File: src/rtl/relm_uart_io.sv
// relm_uart_io: 8N1 UART bridge between PE push/pop channels and txd/rxd.
// Ports: clk, reset_in (sync, active-high); push_d/push_retry (TX byte in);
//   pop_d/pop_q (RX byte out, [WD]=retry, [WD-1]=overrun); rxd in; txd out.
module relm_uart_io #(
  parameter int WD     = 32,
  parameter int CLKDIV = 434,
  parameter int WDIV   = 16
) (
  input  logic        clk,
  input  logic        reset_in,
  input  logic [WD:0] push_d,
  output logic        push_retry,
  input  logic [WD:0] pop_d,
  output logic [WD:0] pop_q,
  input  logic        rxd,
  output logic        txd
);

  localparam logic [WDIV-1:0] BIT_LAST  = WDIV'(CLKDIV - 1);
  localparam logic [WDIV-1:0] HALF_LAST = WDIV'(CLKDIV / 2 - 1);
  localparam logic [WDIV-1:0] ONE       = WDIV'(1);

  typedef enum logic [1:0] {
    TX_IDLE, TX_START, TX_DATA, TX_STOP
  } tx_state_e;

  typedef enum logic [1:0] {
    RX_IDLE, RX_START, RX_DATA, RX_STOP
  } rx_state_e;

  tx_state_e       tx_state_q, tx_state_d;
  logic [WDIV-1:0] tx_cnt_q, tx_cnt_d;
  logic [2:0]      tx_bit_q, tx_bit_d;
  logic [7:0]      tx_shift_q, tx_shift_d;
  logic            txd_q, txd_d;
  logic            hold_full_q, hold_full_d;
  logic [7:0]      hold_byte_q, hold_byte_d;

  rx_state_e       rx_state_q, rx_state_d;
  logic [WDIV-1:0] rx_cnt_q, rx_cnt_d;
  logic [2:0]      rx_bit_q, rx_bit_d;
  logic [7:0]      rx_shift_q, rx_shift_d;
  logic            sync1_q, sync1_d;
  logic            sync2_q, sync2_d;
  logic            rx_prev_q, rx_prev_d;
  logic            rx_full_q, rx_full_d;
  logic [7:0]      rx_byte_q, rx_byte_d;
  logic            overrun_q, overrun_d;

  logic tx_load;
  logic rx_valid;
  logic unused_bits;

  assign unused_bits = ^{push_d[WD-1:8], pop_d[WD-1:0]};
  assign push_retry  = push_d[WD] & hold_full_q;
  assign txd         = txd_q;

  always_comb begin
    pop_q = '0;
    if (pop_d[WD]) begin
      if (rx_full_q)
        pop_q = {1'b0, overrun_q, {(WD-9){1'b0}}, rx_byte_q};
      else
        pop_q[WD] = 1'b1;
    end
  end

  always_comb begin
    tx_state_d  = tx_state_q;
    tx_cnt_d    = tx_cnt_q;
    tx_bit_d    = tx_bit_q;
    tx_shift_d  = tx_shift_q;
    txd_d       = txd_q;
    hold_full_d = hold_full_q;
    hold_byte_d = hold_byte_q;
    tx_load     = 1'b0;
    if (push_d[WD] && !hold_full_q) begin
      hold_full_d = 1'b1;
      hold_byte_d = push_d[7:0];
    end
    unique case (tx_state_q)
      TX_IDLE: tx_load = hold_full_q;
      TX_START: begin
        if (tx_cnt_q == BIT_LAST) begin
          tx_state_d = TX_DATA;
          tx_cnt_d   = '0;
          tx_bit_d   = '0;
          txd_d      = tx_shift_q[0];
          tx_shift_d = tx_shift_q >> 1;
        end else begin
          tx_cnt_d = tx_cnt_q + ONE;
        end
      end
      TX_DATA: begin
        if (tx_cnt_q == BIT_LAST) begin
          tx_cnt_d = '0;
          if (tx_bit_q == 3'd7) begin
            tx_state_d = TX_STOP;
            txd_d      = 1'b1;
          end else begin
            tx_bit_d   = tx_bit_q + 3'd1;
            txd_d      = tx_shift_q[0];
            tx_shift_d = tx_shift_q >> 1;
          end
        end else begin
          tx_cnt_d = tx_cnt_q + ONE;
        end
      end
      TX_STOP: begin
        if (tx_cnt_q == BIT_LAST) begin
          tx_state_d = TX_IDLE;
          tx_cnt_d   = '0;
          // Pending byte starts straight out of the stop bit: no idle gap.
          tx_load    = hold_full_q;
        end else begin
          tx_cnt_d = tx_cnt_q + ONE;
        end
      end
      default: tx_state_d = TX_IDLE;
    endcase
    // hold_full is set here, so no push can be accepted in this cycle.
    if (tx_load) begin
      tx_state_d  = TX_START;
      tx_cnt_d    = '0;
      tx_shift_d  = hold_byte_q;
      hold_full_d = 1'b0;
      txd_d       = 1'b0;
    end
  end

  always_comb begin
    sync1_d    = rxd;
    sync2_d    = sync1_q;
    rx_prev_d  = sync2_q;
    rx_state_d = rx_state_q;
    rx_cnt_d   = rx_cnt_q;
    rx_bit_d   = rx_bit_q;
    rx_shift_d = rx_shift_q;
    rx_full_d  = rx_full_q;
    rx_byte_d  = rx_byte_q;
    overrun_d  = overrun_q;
    rx_valid   = 1'b0;
    unique case (rx_state_q)
      RX_IDLE: begin
        if (rx_prev_q && !sync2_q) begin
          rx_state_d = RX_START;
          rx_cnt_d   = '0;
        end
      end
      RX_START: begin
        // Half-bit check rejects glitches and aligns later samples mid-bit.
        if (rx_cnt_q == HALF_LAST) begin
          rx_cnt_d   = '0;
          rx_bit_d   = '0;
          rx_state_d = sync2_q ? RX_IDLE : RX_DATA;
        end else begin
          rx_cnt_d = rx_cnt_q + ONE;
        end
      end
      RX_DATA: begin
        if (rx_cnt_q == BIT_LAST) begin
          rx_cnt_d   = '0;
          rx_shift_d = {sync2_q, rx_shift_q[7:1]};
          if (rx_bit_q == 3'd7)
            rx_state_d = RX_STOP;
          else
            rx_bit_d = rx_bit_q + 3'd1;
        end else begin
          rx_cnt_d = rx_cnt_q + ONE;
        end
      end
      RX_STOP: begin
        if (rx_cnt_q == BIT_LAST) begin
          rx_cnt_d   = '0;
          rx_state_d = RX_IDLE;
          rx_valid   = sync2_q;
        end else begin
          rx_cnt_d = rx_cnt_q + ONE;
        end
      end
      default: rx_state_d = RX_IDLE;
    endcase
    if (pop_d[WD] && rx_full_q) begin
      rx_full_d = 1'b0;
      overrun_d = 1'b0;
    end
    if (rx_valid) begin
      if (!rx_full_q || pop_d[WD]) begin
        rx_byte_d = rx_shift_q;
        rx_full_d = 1'b1;
      end else begin
        overrun_d = 1'b1;
      end
    end
  end

  always_ff @(posedge clk) begin
    if (reset_in) begin
      tx_state_q  <= TX_IDLE;
      tx_cnt_q    <= '0;
      tx_bit_q    <= '0;
      tx_shift_q  <= '0;
      txd_q       <= 1'b1;
      hold_full_q <= 1'b0;
      hold_byte_q <= '0;
    end else begin
      tx_state_q  <= tx_state_d;
      tx_cnt_q    <= tx_cnt_d;
      tx_bit_q    <= tx_bit_d;
      tx_shift_q  <= tx_shift_d;
      txd_q       <= txd_d;
      hold_full_q <= hold_full_d;
      hold_byte_q <= hold_byte_d;
    end
  end

  always_ff @(posedge clk) begin
    if (reset_in) begin
      rx_state_q <= RX_IDLE;
      rx_cnt_q   <= '0;
      rx_bit_q   <= '0;
      rx_shift_q <= '0;
      sync1_q    <= 1'b1;
      sync2_q    <= 1'b1;
      rx_prev_q  <= 1'b1;
      rx_full_q  <= 1'b0;
      rx_byte_q  <= '0;
      overrun_q  <= 1'b0;
    end else begin
      rx_state_q <= rx_state_d;
      rx_cnt_q   <= rx_cnt_d;
      rx_bit_q   <= rx_bit_d;
      rx_shift_q <= rx_shift_d;
      sync1_q    <= sync1_d;
      sync2_q    <= sync2_d;
      rx_prev_q  <= rx_prev_d;
      rx_full_q  <= rx_full_d;
      rx_byte_q  <= rx_byte_d;
      overrun_q  <= overrun_d;
    end
  end

endmodule

File: config.mk
export PLATFORM = sky130hd
export DESIGN_NAME = relm_uart_io
export DESIGN_NICKNAME = d
export VERILOG_FILES = /design/src/rtl/relm_uart_io.sv
export SDC_FILE = /design/constraint.sdc
export NUM_CORES = 1
export LEC_CHECK = 0
export ABC_AREA = 1
export BUFFER_PORTS_ARGS = -buffer_cell sky130_fd_sc_hd__clkbuf_2
export CAP_MARGIN = 40
export CORE_MARGIN = 2
export CORE_UTILIZATION = 58
export DETAILED_ROUTE_END_ITERATION = 16
export PLACE_DENSITY = 0.82
export SYNTH_ARGS = -nofsm -noshare
export SYNTH_HDL_FRONTEND = slang
export SYNTH_SLANG_ARGS = --single-unit
File: constraint.sdc
create_clock -name clk -period 2.9 [get_ports clk]
set_input_delay 0.145 -clock clk [delete_from_list [all_inputs] [get_ports clk]]
set_output_delay 0.145 -clock clk [all_outputs]
set_load 0.01 [all_outputs]
==> reports/results.tsv, run 1 <==
stage	metric	value	unit
status	outcome	finished clean	
cts	Resized Gates After CTS	0	
pwr	VDD IR max	442	uV
worst_hold_path	worst hold endpoint	hold_byte_q[5]$_SDFFE_PP0P_	
finish	number of nets in the layout	769	
cts	CTS Root Cell	clkbuf_8	
placed_design	number of buffers added on ports	24	
finish	fillcell total	617	
synthesis	Syn Area/Cell	6.68	sq um
timing	Slew Limit Fails	0	
route	Final Routed Wirelength	8880	um
route	Vias per Instance	5.14	
setup_path	CP Launch Point	tx_state_q[1]$_SDFFE_PP0P_	
route	1st-pass router iterations	5	
route	DRC violations left	0	
cts	TritonCTS clock tree	done	
die	I/O pin cnt	104	
timing	setup violators final	0	
placed_design	Placer Congestion	0.924	
global_route	Overflow after GRT	0	
global_route	first-pass GRT wire length	15200	um
setup_path	r2r setup slk	0.62	ns
die	Core Region	0.00733	sq mm
pwr	PD cells	583	mW/mm^2
synthesis	area share of the largest cell type after synthesis	36.7	%
route	drt wl/cell	11.2	um
finish	share of layout cells above drive strength 1	9.41	%
placed_design	dpl hpwl	6190	um
setup_path	Worst Path Max Fanout	18	
job	maxcap violations	0	
finish	Area Overhead vs Synth	8.10	%
setup_path	Crit path required time	3.17	ns
route	1st-iter DRT viols	162	
global_route	largest net degree at the start of global routing	33	
setup_path	R2R Path End	tx_cnt_q[8]$_SDFFE_PP0P_	
setup_path	Critical Path Start Type	flop	
cts	clk_lat worst skew	0.36	ns
timing	WHS	0.00652	ns
timing	final worst-path cycle share	78.7	%
cts	setup bufs post-CTS	0	
cts	clock buffer depth	2	
timing	clk_skew	0.00963	ns
timing	RSZ-0062 raised after global routing	no	
synthesis	cell count after synthesis	662	
cts	CTS Sinks	81	
die	Die W	91.3	um
pwr	Tot Pwr	2.79	mW
synthesis	Yosys reg bits	81	
worst_hold_path	worst hold start	push_d[5]	
synthesis	sequential area share after synthesis	36.7	%
global_route	GRT Total Usage	21.9	%
timing	final setup TNS	0	ns
global_route	vias in the first global route	3611	
die	Row Count	31	
route	vias after detailed routing	4060	
worst_hold_path	Worst Hold Class	in -> reg	
timing	Slew Limit Headroom	60.6	%
synthesis	Syn. warnings	0	
cts	CTS Buf Count	9	
setup_path	reg2reg start	tx_state_q[1]$_SDFFE_PP0P_	
synthesis	synth top area cells	dfxtp_1 37%, nor2_1 11%, nand2_1 11%	
worst_hold_path	hold depth	3	
synthesis	Yosys top cell by area	dfxtp_1	
finish	ANT cells	0	
cts	Clock Pin Slew Worst Setup and Hold Paths	0.09	ns
pwr	Pleak	2.01	nW
setup_path	CP Class	reg -> reg	
timing	minimum clock period	2.28	ns
route	post-route ant nets	0	
die	initial core utilization	60.3	%
synthesis	synth unique cells	34	
cts	H-Tree Depth	3	
timing	Hold Vio Cnt, Final	0	
timing	Max Clock Freq	438	MHz
setup_path	Worst EP arrival	2.56	ns
global_route	antenna violations before repair	0	
die	die area	0.00834	sq mm
setup_path	Crit. End Element	flop	
die	Die Ht	91.3	um
timing	Tightest Pin Transition	0.589	ns
setup_path	reg2reg path depth	7	
synthesis	synthesized area	0.00442	sq mm
[kinds of logic after synthesis]
logic type               after synthesis  synth area share [%]
flip-flops                            81                  36.7
XOR/XNOR                              16                  3.17
buffers and inverters                119                  12.4
AO/OA/AOI/OAI                         80                  9.45
adder cells (fa/ha/maj)               14                  3.96
AND/OR/NAND/NOR                      351                  34.2
other                                  1                0.0848
[where the power goes]
group | internal (mW) | switching [mW] | total [mW]
clock network | 0.511 | 0.426 | 0.937
registers | 1.18 | 0.0556 | 1.24
logic | 0.179 | 0.435 | 0.614
[routing by layer]
| layer | GRT usage (%) | vias up | share of wire, % |
|---|---|---|---|
| met1 | 27.2 | 1845 | 45 |
| li1 | - | 2100 | - |
| met5 | 0 | - | 0 |
| met2 | 38.5 | 102 | 48 |
| met4 | 8.21 | 0 | 1.5 |
| met3 | 2.82 | 13 | 4.5 |
[layout by cell type, fill, tap and decap left out, types with 3 or more instances in the layout]
cell	instances
ha_1	14
a21oi_1	32
inv_1	77
nor2_1	132
conb_1	23
buf_4	3
clkbuf_8	10
nor4_1	4
nand3_1	42
or2_2	4
xor2_1	14
dfxtp_1	81
nand2_1	127
inv_2	3
nand4_1	13
o21ai_0	34
nand2_2	5
dlygate4sd3_1	3
o21ai_1	8
clkbuf_2	24
nor3_1	15
[cell usage after synthesis (all sizes together)]
master and n:
nand2 134, nor2 134, dfxtp 81, inv 80, nand3 43, o21ai 42, a21oi 32, buf 30
nor3 18, ha 14, xor2 14, nand4 13, clkbuf 9, nor4 4, or2 4, a31o 2
o211ai 2, xnor2 2, a211oi 1, a21o 1, conb 1, nor2b 1
[metrics by stage]
stage               instance area (sq um)  utilization [%]  cells  setup WS, ns
finish                               4780             65.2    790         0.618
global route                         4780             65.2    790         0.392
CTS                                  4780             65.2    790         0.626
detailed placement                   4520             61.7    771         0.665
global placement                     4520             61.7    771         0.710
floorplan                            4500                -    684          1.20
[timing repair]
action,4_1_cts,5_1_grt
hold endpoints to repair,3,0
hold buffers,3,0
endpoints found under the setup margin,0,0
[flip-flops by register name (all words and copies together) (netlist names), named ones only]
register,flops
rx_bit_q,3
rx_prev_q,1
txd,1
rx_shift_q,8
overrun_q,1
rx_state_q,1
rx_cnt_q,16
hold_byte_q,8
sync1_q,1
hold_full_q,1
tx_cnt_q,16
rx_byte_q,8
rx_prev_d,1
tx_shift_q,8
tx_state_q,2
rx_full_q,1
tx_bit_q,3
[worst max-delay path, cell delays in order, from the launching register on]
cell	delay, ns
dfxtp_1	0.42
inv_1	0.09
ha_1	0.35
inv_1	0.40
nand2_4	0.15
nand2_2	0.23
nand2_2	0.29
nor3_1	0.26
[area by class of cell]
type | instances | area (sq um) | share of cell area, %
multi-input combinational | 484 | 2330 | 48.8
sequential | 81 | 1620 | 33.9
inverter | 80 | 300 | 6.28
timing repair buffer | 30 | 173 | 3.61
clock buffer | 10 | 138 | 2.88
tap | 99 | 124 | 2.59
clock inverter | 6 | 90.1 | 1.89
[worst max-delay path by stage]
stage / endpoint / slack, ns / cells past startpoint
after floorplan: tx_shift_q[0]$_SDFFE_PP0P_ / 1.20 / 9
after global placement: tx_cnt_q[7]$_SDFFE_PP0P_ / 0.71 / 7
after detailed placement: tx_cnt_q[8]$_SDFFE_PP0P_ / 0.67 / 7
after CTS: tx_cnt_q[8]$_SDFFE_PP0P_ / 0.63 / 7
after global routing: tx_cnt_q[8]$_SDFFE_PP0P_ / 0.39 / 7
final: tx_cnt_q[8]$_SDFFE_PP0P_ / 0.62 / 7
No activity file was read; power rests on OpenSTA's default activity.
==> run 2: changes to the inputs <==
Settings changed: CORE_UTILIZATION 58 to 49, PLACE_DENSITY 0.82 to 0.74.
Clock period 2.9 ns to 1.9 ns, I/O delays scaled along.
==> run 2 against run 1 <==
Core utilization decreased by 7.3 points. Clock power grew 58%. Register-to-register slack lost 0.46 ns. Worst hold slack gained 0.13 ns. Critical path depth grew 2. Critical endpoint is now rx_byte_q[0]$_SDFFE_PP0P_.
==> reports/results.tsv, run 2 (synthesis results as in run 1) <==
stage	metric	value	unit
finish	Core Util, Final	57.8	%
timing	Max Clock Freq	575	MHz
setup_path	Worst EP arrival	2.01	ns
global_route	antenna violations before repair	0	
cts	CTS Sinks	81	
route	1st-iter DRT viols	224	
finish	ANT cells	0	
route	drt wl/cell	11.2	um
finish	number of nets in the layout	795	
placed_design	Setup WS pre-CTS	0.0987	ns
worst_hold_path	worst hold start	reset_in	
route	DRC violations left	0	
cts	setup bufs post-CTS	0	
finish	most common cell after layout, fill and taps aside	nor2_1	
route	post-route ant nets	0	
route	Vias per Instance	4.93	
die	Core Region	0.00872	sq mm
setup_path	Worst path slowest cell	dfxtp_2	
pwr	Tot Pwr	4.46	mW
setup_path	R2R Path End	rx_byte_q[0]$_SDFFE_PP0P_	
pwr	Pleak	2.14	nW
worst_hold_path	hold depth	3	
status	outcome	finished clean	
setup_path	Crit. End Element	flop	
pwr	VDD IR max	615	uV
worst_hold_path	worst hold endpoint	txd$_SDFFE_PP1P_	
cts	clk_lat worst skew	0.34	ns
die	Die W	99.0	um
cts	CTS Buf Count	9	
global_route	vias in the first global route	3797	
finish	most frequent cells in the layout	130 x nor2_1, 126 x nand2_1, 79 x dfxtp_1	
global_route	Overflow after GRT	0	
placed_design	Placer Congestion	0.850	
timing	Slew Limit Fails	0	
setup_path	r2r setup slk	0.16	ns
setup_path	reg2reg start	rx_cnt_q[1]$_SDFFE_PP0P_	
global_route	GRT Total Usage	19.5	%
finish	biggest regs	rx_cnt_q: 16 flops, tx_cnt_q: 16 flops	
global_route	first-pass GRT wire length	16100	um
setup_path	Critical Path Start Type	flop	
cts	TritonCTS clock tree	done	
timing	WHS	0.135	ns
job	maxcap violations	0	
die	die area	0.00980	sq mm
setup_path	WP buf/inv	2	
cts	CTS Root Cell	clkbuf_8	
route	Final Routed Wirelength	9230	um
setup_path	family with the most delay on the worst path	simple AND/OR/NAND/NOR gates	
timing	minimum clock period	1.74	ns
timing	Hold Vio Cnt, Final	0	
timing	final worst-path cycle share	91.5	%
die	Row Count	34	
setup_path	Cell Chain, Critical Path	inv_1, ha_2, nand3_1, nor3_2, nand2_2, nor3_4, buf_4, a21oi_1, nor2_1	
timing	final setup TNS	0	ns
timing	setup violators final	0	
timing	final setup margin	0.162	ns
finish	Area Overhead vs Synth	14.1	%
setup_path	CP max stage delay	0.34	ns
die	Die Ht	99.0	um
placed_design	dpl hpwl	6510	um
setup_path	reg2reg path depth	9	
cts	H-Tree Depth	3	
pwr	PD cells	883	mW/mm^2
setup_path	Worst Path Max Fanout	9	
finish	share of layout cells above drive strength 1	12.8	%
setup_path	Crit path required time	2.17	ns
worst_hold_path	Worst Hold Class	in -> reg	
die	I/O pin cnt	104	
placed_design	number of buffers added on ports	24	
global_route	largest net degree at the start of global routing	30	
die	initial core utilization	50.7	%
cts	clock buffer depth	2	
route	1st-pass router iterations	5	
setup_path	CP Class	reg -> reg	
route	vias after detailed routing	4064	
timing	clk_skew	0.0114	ns
cts	Clock Pin Slew Worst Setup and Hold Paths	0.08	ns
==> run 2: metal layers <==
metal	up-vias	routed length, um	GRT usage, %
met1	1809	4320	24.8
li1	2152	-	-
met2	93	4430	33.7
met4	0	110	6.01
met3	10	368	3.33
met5	-	0	0
==> run 2: power by group <==
part / total [mW] / leakage, nW / internal (mW) / switching [mW]
logic: 1.09 / 1.37 / 0.390 / 0.702
registers: 1.88 / 0.658 / 1.80 / 0.0790
clock network: 1.48 / 0.118 / 0.875 / 0.608
total: 4.46 / 2.14 / 3.07 / 1.39
==> run 2: area by class of cell <==
cell class	instances	area (sq um)
fillers	784	3680
multi-input cells	484	2350
flip-flops and latches	81	1620
repair buffers	56	398
inverters	80	300
well taps	108	135
clock buffers	11	131
clock inverters	5	104
==> run 2: worst max path at each step <==
stage,start,to,slack [ns],cells past startpoint
CTS,tx_state_q[1]$_SDFFE_PP0P_,tx_cnt_q[8]$_SDFFE_PP0P_,0.07,8
floorplan,tx_state_q[0]$_SDFFE_PP0P_,tx_shift_q[0]$_SDFFE_PP0P_,0.20,9
detailed placement,tx_state_q[1]$_SDFFE_PP0P_,tx_cnt_q[8]$_SDFFE_PP0P_,0.1,8
finish,rx_cnt_q[1]$_SDFFE_PP0P_,rx_byte_q[0]$_SDFFE_PP0P_,0.16,9
global placement,tx_state_q[0]$_SDFFE_PP0P_,tx_cnt_q[9]$_SDFFE_PP0P_,0.14,8
global route,tx_cnt_q[0]$_SDFFE_PP0P_,tx_cnt_q[8]$_SDFFE_PP0P_,-0.002,9
==> run 2: worst reg2reg max path, stage by stage, from the launching register on <==
cell and delay [ns]:
dfxtp_2 0.34, inv_1 0.08, ha_2 0.19, nand3_1 0.09, nor3_2 0.25, nand2_2 0.14, nor3_4 0.19, buf_4 0.20
a21oi_1 0.07, nor2_1 0.13
==> run 2: through the flow <==
step / area (sq um) / cells
3_5_place_dp: 4690 / 799
4_1_cts: 5020 / 825
3_3_place_gp: 4690 / 799
2_1_floorplan: 4500 / 684
6_report: 5040 / 825
5_1_grt: 5040 / 825
==> run 2: repair_timing <==
| item | 4_1_cts | 5_1_grt |
|---|---|---|
| gates resized for setup | 0 | 11 |
| setup endpoints to repair | 0 | 24 |
| hold endpoints to repair | 10 | 0 |
| hold buffers | 10 | 0 |
==> run 3: changes to the inputs <==
Settings changed: CORE_MARGIN 2 to 1.5.
==> run 3 against run 2 <==
Clock power fell by 5%. Clock skew decreased by 0.00081 ns. Worst setup slack lost 0.026 ns.
==> reports/results.tsv, run 3 (synthesis results as in run 1) <==
stage	metric	value	unit
cts	Clock Pin Slew Worst Setup and Hold Paths	0.08	ns
cts	clk_lat worst skew	0.35	ns
placed_design	DP Area	0.00468	sq mm
timing	final worst-path cycle share	92.8	%
placed_design	number of buffers added on ports	24	
placed_design	Placer Congestion	0.882	
finish	Area Overhead vs Synth	13.9	%
pwr	PD cells	870	mW/mm^2
finish	biggest regs	rx_cnt_q: 16 flops, tx_cnt_q: 16 flops	
timing	Max Clock Freq	567	MHz
global_route	GRT Total Usage	20.1	%
die	I/O pin cnt	104	
finish	Finished Cell Area	0.00503	sq mm
setup_path	reg2reg path depth	11	
die	Die Ht	98.0	um
setup_path	R2R Path End	rx_cnt_q[5]$_SDFFE_PP0P_	
cts	CTS Buf Count	9	
finish	most common cell after layout, fill and taps aside	nor2_1	
global_route	antenna violations before repair	0	
setup_path	CP Launch Point	rx_cnt_q[1]$_SDFFE_PP0P_	
die	Core Region	0.00872	sq mm
route	post-route ant nets	0	
finish	fillcell total	794	
job	maxcap violations	0	
timing	final setup margin	0.136	ns
cts	CTS Sinks	81	
route	Vias per Instance	4.96	
cts	clock buffer depth	2	
timing	setup violators final	0	
die	die area	0.00960	sq mm
timing	clk_skew	0.0106	ns
die	Row Count	34	
finish	Core Util, Final	57.7	%
global_route	largest net degree at the start of global routing	30	
timing	minimum clock period	1.76	ns
die	initial core utilization	50.7	%
setup_path	Worst EP arrival	2.03	ns
status	outcome	finished clean	
worst_hold_path	worst hold start	reset_in	
pwr	VDD IR max	606	uV
global_route	first-pass GRT wire length	16200	um
finish	final non-filler cell total	824	
route	1st-iter DRT viols	140	
timing	Hold Vio Cnt, Final	0	
placed_design	Setup WS pre-CTS	0.0833	ns
worst_hold_path	worst hold endpoint	txd$_SDFFE_PP1P_	
worst_hold_path	hold depth	3	
route	Final Routed Wirelength	9340	um
setup_path	Crit path required time	2.16	ns
cts	TritonCTS clock tree	done	
route	DRC violations left	0	
setup_path	reg2reg start	rx_cnt_q[1]$_SDFFE_PP0P_	
setup_path	CP Class	reg -> reg	
finish	share of layout cells above drive strength 1	12.7	%
route	drt wl/cell	11.3	um
worst_hold_path	Worst Hold Class	in -> reg	
global_route	vias in the first global route	3802	
route	1st-pass router iterations	5	
global_route	Overflow after GRT	0	
setup_path	Worst Path Max Fanout	7	
cts	H-Tree Depth	3	
placed_design	dpl hpwl	6380	um
setup_path	Crit. End Element	flop	
setup_path	r2r setup slk	0.14	ns
pwr	Pleak	2.15	nW
route	vias after detailed routing	4086	
cts	CTS Root Cell	clkbuf_8	
die	Die W	98.0	um
finish	most frequent cells in the layout	129 x nor2_1, 126 x nand2_1, 80 x dfxtp_1	
placed_design	cell count after placement	798	
finish	ANT cells	0	
timing	Slew Limit Fails	0	
finish	number of nets in the layout	794	
setup_path	Critical Path Start Type	flop	
run 3: worst max path at each step:
stage          slack (ns)                          to  cells after the start
2_1_floorplan        0.20  tx_shift_q[0]$_SDFFE_PP0P_                      9
3_3_place_gp         0.13    tx_cnt_q[9]$_SDFFE_PP0P_                      8
6_report             0.14    rx_cnt_q[5]$_SDFFE_PP0P_                     11
5_1_grt             -0.04    rx_cnt_q[5]$_SDFFE_PP0P_                     11
4_1_cts              0.03  tx_shift_q[2]$_SDFFE_PP0P_                     11
3_5_place_dp         0.08    tx_cnt_q[8]$_SDFFE_PP0P_                      8
run 3: what timing repair did:
item	4_1_cts	5_1_grt
resized for setup	0	11
endpoints found under the hold margin	10	0
hold buffers	10	0
buffers inserted	0	0
setup endpoints to repair	0	38
run 3: cell type report:
cell class	count	area (sq um)	area share [%]
inverters	80	300	5.97
well taps	108	135	2.68
multi-input cells	484	2360	47.0
flip-flops and latches	81	1620	32.2
clock buffers	11	141	2.81
clock inverters	5	78.8	1.57
repair buffers	55	390	7.76
run 3: power by group:
group	leakage [nW]	switching (mW)	internal (mW)	total, mW
sequential	0.657	0.0788	1.80	1.88
clock	0.113	0.631	0.775	1.41
combinational	1.38	0.705	0.387	1.09
run 3: routing by layer:
layer  up-vias  track usage, %  wire (um)  part of all wire [%]
met4         0            6.37        182                   1.9
met3        16            4.29        445                   4.8
met1      1797            25.1       4300                    46
met2       126            34.6       4420                    47
li1       2147               -          -                     -
met5         -               0          0                     0
run 3: through the flow:
step	power [mW]	TNS (ns)	hold WS (ns)
finish	4.38	0	0.140
global route	4.65	-0.187	0.179
CTS	4.39	0	0.125
floorplan	2.68	0	0.199
global placement	2.93	0	0.281
detailed placement	2.97	0	0.296
run 3: worst max-delay path, cell delays in order (launching register included):
cell and delay (ns):
dfxtp_1 0.34, inv_1 0.08, ha_1 0.17, nand3_1 0.15, nor3_4 0.21, nand2_2 0.13
nand2_1 0.08, nand2_1 0.10, inv_1 0.20, o21ai_0 0.11, nand2_1 0.07, inv_1 0.04
